===== src/rtl/sync_fifo_ctrl_pkg.sv =====
// Shared definitions for the synchronous FIFO family.
// addr_width() gives the pointer/count width for a given depth: enough bits
// to index every entry plus one wrap bit, so that a full FIFO (count == depth)
// is distinguishable from an empty one.
package sync_fifo_ctrl_pkg;

  function automatic int addr_width(input int depth);
    return $clog2(depth) + 1;
  endfunction

endpackage


===== src/rtl/sync_fifo_ctrl_mem.sv =====
// Storage array for the synchronous FIFO.
// Ports:
//   clk      - write clock
//   i_we     - write enable
//   i_waddr  - write index
//   i_wdata  - write data
//   i_raddr  - read index (asynchronous read)
//   o_rdata  - entry at i_raddr
module sync_fifo_ctrl_mem #(
  parameter int fifo_width = 8,
  parameter int fifo_depth = 16,
  parameter int idx_width  = $clog2(fifo_depth)
) (
  input  logic                  clk,
  input  logic                  i_we,
  input  logic [idx_width-1:0]  i_waddr,
  input  logic [fifo_width-1:0] i_wdata,
  input  logic [idx_width-1:0]  i_raddr,
  output logic [fifo_width-1:0] o_rdata
);

  logic [fifo_width-1:0] r_mem [fifo_depth];

  // NOTE: storage has no reset; validity is tracked by the pointers, and
  // leaving the array unreset lets it map onto plain flops or RAM.
  always_ff @(posedge clk) begin
    if (i_we) r_mem[i_waddr] <= i_wdata;
  end

  assign o_rdata = r_mem[i_raddr];

endmodule


===== src/rtl/sync_fifo_ctrl.sv =====
// Single-clock FIFO controller: pointers, occupancy count, status flags,
// sticky error flags and read-data register around sync_fifo_ctrl_mem.
// Ports:
//   clk, rst_n    - clock, asynchronous active-low reset
//   flush         - synchronous clear of contents and error flags
//   write_en/data - push request and data
//   read_en       - pop request
//   read_data     - registered (fwft=0) or head-of-queue (fwft=1) data
//   read_valid    - fwft=0: read_data updated this cycle; fwft=1: !empty
//   empty, full, almost_empty, almost_full, count - occupancy status
//   overflow, underflow - sticky: write while full / read while empty
module sync_fifo_ctrl
  import sync_fifo_ctrl_pkg::*;
#(
  parameter int fifo_width = 8,
  parameter int fifo_depth = 16,
  parameter int af_thresh  = fifo_depth - 2,
  parameter int ae_thresh  = 1,
  parameter bit fwft       = 1'b0
) (
  input  logic                                clk,
  input  logic                                rst_n,
  input  logic                                flush,
  input  logic                                write_en,
  input  logic [fifo_width-1:0]               write_data,
  input  logic                                read_en,
  output logic [fifo_width-1:0]               read_data,
  output logic                                read_valid,
  output logic                                empty,
  output logic                                full,
  output logic                                almost_empty,
  output logic                                almost_full,
  output logic [addr_width(fifo_depth)-1:0]   count,
  output logic                                overflow,
  output logic                                underflow
);

  localparam int AS = addr_width(fifo_depth);
  localparam int IW = AS - 1;

  logic [AS-1:0]         r_wr_ptr, r_rd_ptr, r_count;
  logic [fifo_width-1:0] r_read_data;
  logic                  r_read_valid, r_overflow, r_underflow;
  logic                  w_wr_acc, w_rd_acc;
  logic [fifo_width-1:0] w_head;

  // Flags decode the count register only, so they are glitch-free w.r.t.
  // the request inputs.
  assign empty        = (r_count == '0);
  assign full         = (r_count == AS'(fifo_depth));
  assign almost_empty = (r_count <= AS'(ae_thresh));
  assign almost_full  = (r_count >= AS'(af_thresh));
  assign count        = r_count;
  assign overflow     = r_overflow;
  assign underflow    = r_underflow;

  // Acceptance uses pre-edge flags; flush suppresses both sides.
  assign w_wr_acc = write_en && !full  && !flush;
  assign w_rd_acc = read_en  && !empty && !flush;

  sync_fifo_ctrl_mem #(
    .fifo_width (fifo_width),
    .fifo_depth (fifo_depth),
    .idx_width  (IW)
  ) u_mem (
    .clk     (clk),
    .i_we    (w_wr_acc),
    .i_waddr (r_wr_ptr[IW-1:0]),
    .i_wdata (write_data),
    .i_raddr (r_rd_ptr[IW-1:0]),
    .o_rdata (w_head)
  );

  // NOTE: sequential state uses non-blocking assignments so every register
  // samples pre-edge values regardless of statement order.
  always_ff @(posedge clk or negedge rst_n) begin
    if (!rst_n) begin
      r_wr_ptr     <= '0;
      r_rd_ptr     <= '0;
      r_count      <= '0;
      r_read_data  <= '0;
      r_read_valid <= 1'b0;
      r_overflow   <= 1'b0;
      r_underflow  <= 1'b0;
    end else if (flush) begin
      r_wr_ptr     <= '0;
      r_rd_ptr     <= '0;
      r_count      <= '0;
      r_read_valid <= 1'b0;
      r_overflow   <= 1'b0;
      r_underflow  <= 1'b0;
    end else begin
      if (w_wr_acc) r_wr_ptr <= r_wr_ptr + 1'b1;
      if (w_rd_acc) r_rd_ptr <= r_rd_ptr + 1'b1;

      case ({w_wr_acc, w_rd_acc})
        2'b10:   r_count <= r_count + 1'b1;
        2'b01:   r_count <= r_count - 1'b1;
        default: r_count <= r_count;
      endcase

      if (write_en && full) r_overflow  <= 1'b1;
      if (read_en && empty) r_underflow <= 1'b1;

      r_read_valid <= w_rd_acc;
      if (fwft) begin
        // Shadow of the head so read_data stays stable once the FIFO drains.
        if (!empty) r_read_data <= w_head;
      end else if (w_rd_acc) begin
        r_read_data <= w_head;
      end
    end
  end

  assign read_data  = (fwft && !empty) ? w_head : r_read_data;
  assign read_valid = fwft ? !empty : r_read_valid;

endmodule


===== config.mk =====
export PLATFORM = sky130hd
export DESIGN_NAME = sync_fifo_ctrl
export DESIGN_NICKNAME = d
export VERILOG_FILES = /design/src/rtl/sync_fifo_ctrl_pkg.sv /design/src/rtl/sync_fifo_ctrl_mem.sv /design/src/rtl/sync_fifo_ctrl.sv
export SDC_FILE = /design/constraint.sdc
export NUM_CORES = 1
export LEC_CHECK = 0
export CAP_MARGIN = 0
export CORE_UTILIZATION = 59
export CTS_BUF_LIST = sky130_fd_sc_hd__clkbuf_8 sky130_fd_sc_hd__clkbuf_16
export CTS_CLUSTER_DIAMETER = 150
export CTS_CLUSTER_SIZE = 25
export DETAILED_ROUTE_END_ITERATION = 10
export PLACE_DENSITY = 0.79
export SLEW_MARGIN = 20
export SYNTH_ARGS = -nofsm -noshare
export SYNTH_HDL_FRONTEND = slang
export SYNTH_SLANG_ARGS = --single-unit

===== constraint.sdc =====
create_clock -name clk -period 2.8 [get_ports clk]
set_input_delay 0.28 -clock clk [delete_from_list [all_inputs] [get_ports clk]]
set_output_delay 0.28 -clock clk [all_outputs]
set_load 0.01 [all_outputs]

==> results of run 1 <==
[kinds of logic after synthesis]
family | Yosys count | synth area share
DFF | 152 | 0.7100
xor gates and xnor gates | 7 | 0.01199
AOI/OAI and AO/OA | 29 | 0.03498
adders and majority gates | 11 | 0.02179
buffers and inverters | 25 | 0.02219
and+or+nand+nor | 73 | 0.05837
muxes | 44 | 0.1407
[through the flow]
step	cell area [um^2]	total power [mW]	instances	worst slack (ns)
final	7403	6.134	548	0.3278
after global routing	7403	6.367	548	0.1969
after CTS	7401	6.189	548	0.009356
after detailed placement	6824	4.001	517	0.4843
after global placement	6824	3.964	517	0.5605
after floorplan	6260	3.504	341	0.2906
[power by group through the flow]
stage	clock [mW]	sequential (mW)	combinational (mW)
finish	2.19	2.71	1.24
global route	2.30	2.72	1.35
CTS	2.22	2.71	1.26
detailed placement	0	2.75	1.25
global placement	0	2.74	1.22
floorplan	0	2.75	0.753
[repair_timing]
item | 4_1_cts | 5_1_grt
resized for setup | 3 | 1
cloned | 0 | 0
setup endpoints to repair | 1 | 1
[state kept, by name, indices dropped and copies added (netlist names)]
name,cells
overflow,1
read_data,8
underflow,1
count,5
r_rd_ptr,4
read_valid,1
r_wr_ptr,4
u_mem.r_mem,128
[final cells by class]
| class | count | share of cell area |
|---|---|---|
| clock buffer | 17 | 0.05594 |
| clock inverter | 14 | 0.02180 |
| inverter | 10 | 0.005408 |
| multi-input combinational | 164 | 0.2265 |
| sequential | 152 | 0.6005 |
| tap | 136 | 0.02298 |
| timing repair buffer | 55 | 0.06693 |
[worst min path at each step]
stage                      to  slack [ns]  cells past startpoint
detailed placement  underflow        0.49                      2
finish               overflow        0.11                      2
CTS                  count[3]        0.12                      2
global route         overflow        0.13                      2
global placement    underflow        0.49                      2
floorplan            count[0]       -0.02                      0
[critical path, cell delays in order, from the launching register on]
cell and delay [ns]:
dfrtp_1 0.46, inv_2 0.12, ha_1 0.16, nand4bb_1 0.20
inv_2 0.17, clkdlybuf4s50_1 0.55
[synth_stat cells (2+ instances only)]
| master | n |
|---|---|
| a211oi_2 | 2 |
| a21oi_1 | 5 |
| a22oi_1 | 16 |
| buf_1 | 2 |
| buf_2 | 6 |
| buf_6 | 2 |
| clkbuf_1 | 3 |
| dfrtp_1 | 24 |
| edfxtp_1 | 128 |
| ha_1 | 10 |
| inv_1 | 6 |
| inv_2 | 3 |
| mux2_1 | 2 |
| mux2_2 | 8 |
| mux4_1 | 6 |
| mux4_2 | 26 |
| nand2_1 | 17 |
| nand2b_1 | 4 |
| nand3_1 | 4 |
| nor2_1 | 27 |
| nor2b_1 | 3 |
| nor3_1 | 8 |
| nor4_2 | 3 |
| xnor2_1 | 4 |
| xor2_1 | 2 |
[routing by layer]
layer  share of wire  track usage  vias to the layer above
met5               0            0                        -
met4           0.028       0.1167                        0
met3           0.075      0.05677                       26
met2            0.49       0.3865                      151
met1            0.41       0.3447                     1681
li1                -            -                     1475
==> results.toml, run 1 <==
[power_and_ir_drop]
p_sw_frac = 0.2571
combPwrFrac = 0.202
p_leak_nw = 2.558
clkPwrFrac = 0.357
switchingPower_mw = 1.577
powerDensity_nw_per_um2 = 828.6
p_int_mw = 4.557
pwr-share-seq = 0.441
vdd_drop_max_mv = 0.5372

[sta]
timing.final.hold_violations = 0
timing.fmax_mhz = 404.5
maxSlewHeadroom = 0.4447
fin_crit_ns = 2.472
skew_ns = 0.01147
fin_tns_setup_ns = 0
report.final.slew_viol_count = 0
rsz0062_at_grt = "false"
worstMarginPinSlew_ns = 0.8261
min_period_over_period = 0.8829
setup_violations = 0
whs_ns = 0.1054

[synth]
ys_types = 45
synth_area_leaders = "edfxtp_1 (61%), dfrtp_1 (9.6%), mux4_2 (9.4%)"
synth_top_area_share = 0.6140
async_flop_share = 0.1579
synth_seq_area_share = 0.7100
yosys_warnings = 0
netlist_area_um2 = 6260
synth_edf_count = 128
syn_inst = 341
synth_nets = 364
avgSynthCellArea_um2 = 18.36
synthFlopType = "edfxtp_1"
yosysTopAreaCell = "edfxtp_1"
synth-seq-cells = 152

[clocking]
hold_buffers = 0
clk_latency_ns = 0.53
clk_transition_reported_paths_ns = 0.06
cts_made_buffers = 17
cts_sinks = 152
cts_tree = "done"
htreeDepth = 4
cts_setup_buffers = 0
cts_root_buf = "clkbuf_8"
clock_path_buffers = 2

[global_route]
grt_max_degree = 28
grt-ovfl-total = 0
antenna_found_initial = 0
grt_pass1_wl_um = 19580
grt_pass1_vias = 3492
grt.total_usage = 0.2506

[routing]
drtIter0Drc = 273
drt-vias-per-instance = 6.082
ant_nets = 0
wirelength_um = 12450
num_vias = 3333
first_pass_iters = 4
remaining_drc_errors = 0
wl_per_cell_um = 22.71

[layout]
ff_latch_area_um2 = 4446
drive_gt1_frac = 0.2500
insertedDiodeCount = 0
post-route-util = 0.7171
final_cell_mix = "edfxtp_1 (128), clkdlybuf4s50_1 (31), nor2_1 (27)"
syn2layout_area_growth_pct = 18.27
final_common_cell = "edfxtp_1"
nNetsFinal = 423
nFillCells = 614
multi_input_area_um2 = 1677

[setup_path]
path_class = "flip-flop to output port"
r2r_cells = 5
end_kind = "output port"
startpoint = "count[0]"
cp-start-kind = "flip-flop"
cp_max_fo = 7
worst-r2r-setup-slack_ns = 0.55
cp.required_ns = 2.52
r2r-end = "read_data[2]"
rr_startpoint = "r_rd_ptr[3]"
critPathCapture = "full"
critical_path_arrival_ns = 2.19

[place]
port_buffers = 32
gp_congestion = 0.8436
dpl.hpwl_um = 7837

[floorplan]
die_y_um = 105.0
placement_rows = 37
start_util = 0.6064
die-width_um = 105.0
dieArea_um2 = 11030
ios = 33
core_um2 = 10320

[hold_path]
hp-class = "input port to asynchronous set/reset pin"

[outcome]
status = "finished clean"

[job]
maxCapViolCount = 0
Note: power is estimated with default switching activity, not from simulation.
==> run 2: changes to the inputs <==
--- a/config.mk
+++ b/config.mk
@@ -5,7 +5,7 @@
 export SDC_FILE = /design/constraint.sdc
 export NUM_CORES = 1
 export LEC_CHECK = 0
-export CAP_MARGIN = 0
+export CAP_MARGIN = 10
 export CORE_UTILIZATION = 59
 export CTS_BUF_LIST = sky130_fd_sc_hd__clkbuf_8 sky130_fd_sc_hd__clkbuf_16
 export CTS_CLUSTER_DIAMETER = 150
==> results of run 2 <==
No change in the layout: final DEF, timing and power equal those of run 1.
==> run 3: changes to the inputs <==
--- a/config.mk
+++ b/config.mk
@@ -12,6 +12,7 @@
 export CTS_CLUSTER_SIZE = 25
 export DETAILED_ROUTE_END_ITERATION = 10
 export PLACE_DENSITY = 0.79
+export SETUP_SLACK_MARGIN = 0.02
 export SLEW_MARGIN = 20
 export SYNTH_ARGS = -nofsm -noshare
 export SYNTH_HDL_FRONTEND = slang
==> run 3 against run 2 <==
Register-to-register slack hardly changed. Combinational power about the same. Global-route usage stayed put. Clock power about the same. Power about the same. Critical path type unchanged. Maximum frequency shrank 0.84%. Sequential power barely moved. Final cell count unchanged. Critical path depth unchanged. Largest cell class unchanged. Routed wire length about the same. Non-clock buffer count stayed put.
==> results.toml, run 3 (synthesis gave the netlist of run 1 again) <==
[outcome]
status = "finished clean"

[setup_path]
path_class = "flip-flop to output port"
cp_max_fo = 9
worst-r2r-setup-slack_ns = 0.55
r2r-end = "read_data[2]"
critical_path_arrival_ns = 2.21
cp.depth = 5
crit_slowest_cell = "or4b_4"
r2r_cells = 5
cp-start-kind = "flip-flop"
cp.required_ns = 2.52
critPathMaxStageDelay_ns = 0.51
end_kind = "output port"
cp_cell_sequence = "inv_2, ha_1, or4b_4, inv_4, dlygate4sd2_1"
rr_startpoint = "r_rd_ptr[3]"
path_buf_inv = 3
critical_path.top_delay_family = "buffers and inverters"

[layout]
nNetsFinal = 423
largest_register_ff_count = 128
final_area_um2 = 7401
final_common_cell = "edfxtp_1"
insertedDiodeCount = 0
final_cell_mix = "edfxtp_1 (128), clkdlybuf4s50_1 (31), nor2_1 (27)"
drive_gt1_frac = 0.2524
syn2layout_area_growth_pct = 18.23
top_register = "u_mem.r_mem"

[power_and_ir_drop]
powerDensity_nw_per_um2 = 828.2
clkPwrFrac = 0.358
vdd_drop_max_mv = 0.5372
p_leak_nw = 2.549
p_sw_frac = 0.2573
pwr-share-seq = 0.442
switchingPower_mw = 1.577
p_int_mw = 4.553
combPwrFrac = 0.201

[job]
maxCapViolCount = 0

[clocking]
cts_made_buffers = 17
cts_sinks = 152
htreeDepth = 4
clk_latency_ns = 0.53
clk_transition_reported_paths_ns = 0.06
cts_root_buf = "clkbuf_8"
hold_buffers = 0
clock_path_buffers = 2
cts_setup_buffers = 0
cts_tree = "done"

[sta]
rsz0062_at_grt = "false"
worstMarginPinSlew_ns = 0.8268
skew_ns = 0.01115
worst_slack_ns = 0.3069
fin_crit_ns = 2.493
setup_violations = 0
maxSlewHeadroom = 0.4442
timing.final.hold_violations = 0
report.final.slew_viol_count = 0
fin_tns_setup_ns = 0
timing.fmax_mhz = 401.1
min_period_over_period = 0.8904

[routing]
wirelength_um = 12440
wl_per_cell_um = 22.70
drtIter0Drc = 273
ant_nets = 0
first_pass_iters = 4
num_vias = 3330
drt-vias-per-instance = 6.077
remaining_drc_errors = 0

[floorplan]
ios = 33
placement_rows = 37
die_y_um = 105.0
start_util = 0.6064
dieArea_um2 = 11030
core_um2 = 10320
die-width_um = 105.0

[place]
port_buffers = 32
dp_slack_ns = 0.4843
post_dp_cell_area_um2 = 6824
dpl.hpwl_um = 7837
gp_congestion = 0.8436

[global_route]
use_met3 = 0.05677
grt.total_usage = 0.2506
busiest_layer = "met2"
globalRouteMet1Util = 0.3447
grt_max_degree = 28
grt_pass1_vias = 3492
grt_pass1_wl_um = 19580
antenna_found_initial = 0
grt-ovfl-total = 0
met2_usage = 0.3865

[hold_path]
hp-class = "input port to asynchronous set/reset pin"
==> run 3: how the worst max path moves through the flow <==
stage	start	slack, ns	endpoint
6_report	count[1]	0.31	empty
4_1_cts	count[1]	0.28	empty
3_5_place_dp	count[1]	0.48	empty
5_1_grt	count[1]	0.20	full
3_3_place_gp	count[1]	0.56	empty
2_1_floorplan	count[1]	0.29	u_mem.r_mem[0][0]
==> run 3: stage by stage <==
| step | hold slack [ns] | utilization | std cells | total power [mW] |
|---|---|---|---|---|
| after global routing | 0.1322 | 0.7169 | 548 | 6.362 |
| after global placement | 0.4906 | 0.6610 | 517 | 3.964 |
| final | 0.1063 | 0.7169 | 548 | 6.129 |
| after detailed placement | 0.4887 | 0.6610 | 517 | 4.001 |
| after CTS | 0.1204 | 0.7169 | 548 | 6.180 |
| after floorplan | -0.01559 | - | 341 | 3.504 |
==> run 3: layout make-up <==
type | instances | area, um^2
Clock buffer | 17 | 414.1
Clock inverter | 14 | 161.4
Fill cell | 615 | 2923
Inverter | 10 | 40.04
Multi-Input combinational cell | 164 | 1677
Sequential cell | 152 | 4447
Tap cell | 136 | 170.2
Timing Repair Buffer | 55 | 491.7
==> run 3: power groups by stage <==
stage | clock [mW] | combinational (mW) | sequential, mW
after floorplan | 0 | 0.753 | 2.75
after CTS | 2.22 | 1.25 | 2.71
after global routing | 2.30 | 1.34 | 2.72
after detailed placement | 0 | 1.25 | 2.75
final | 2.19 | 1.23 | 2.71
after global placement | 0 | 1.22 | 2.74
==> run 3: layer usage <==
metal | share of wire | vias to the layer above
met4 | 0.028 | 0
met2 | 0.49 | 149
met5 | 0 | -
met3 | 0.076 | 27
li1 | - | 1475
met1 | 0.41 | 1679
==> run 3: repair_timing <==
| item | CTS | global route |
|---|---|---|
| resized for setup | 5 | 0 |
| endpoints found under the hold margin | 0 | 0 |
| setup endpoints to repair | 1 | 0 |
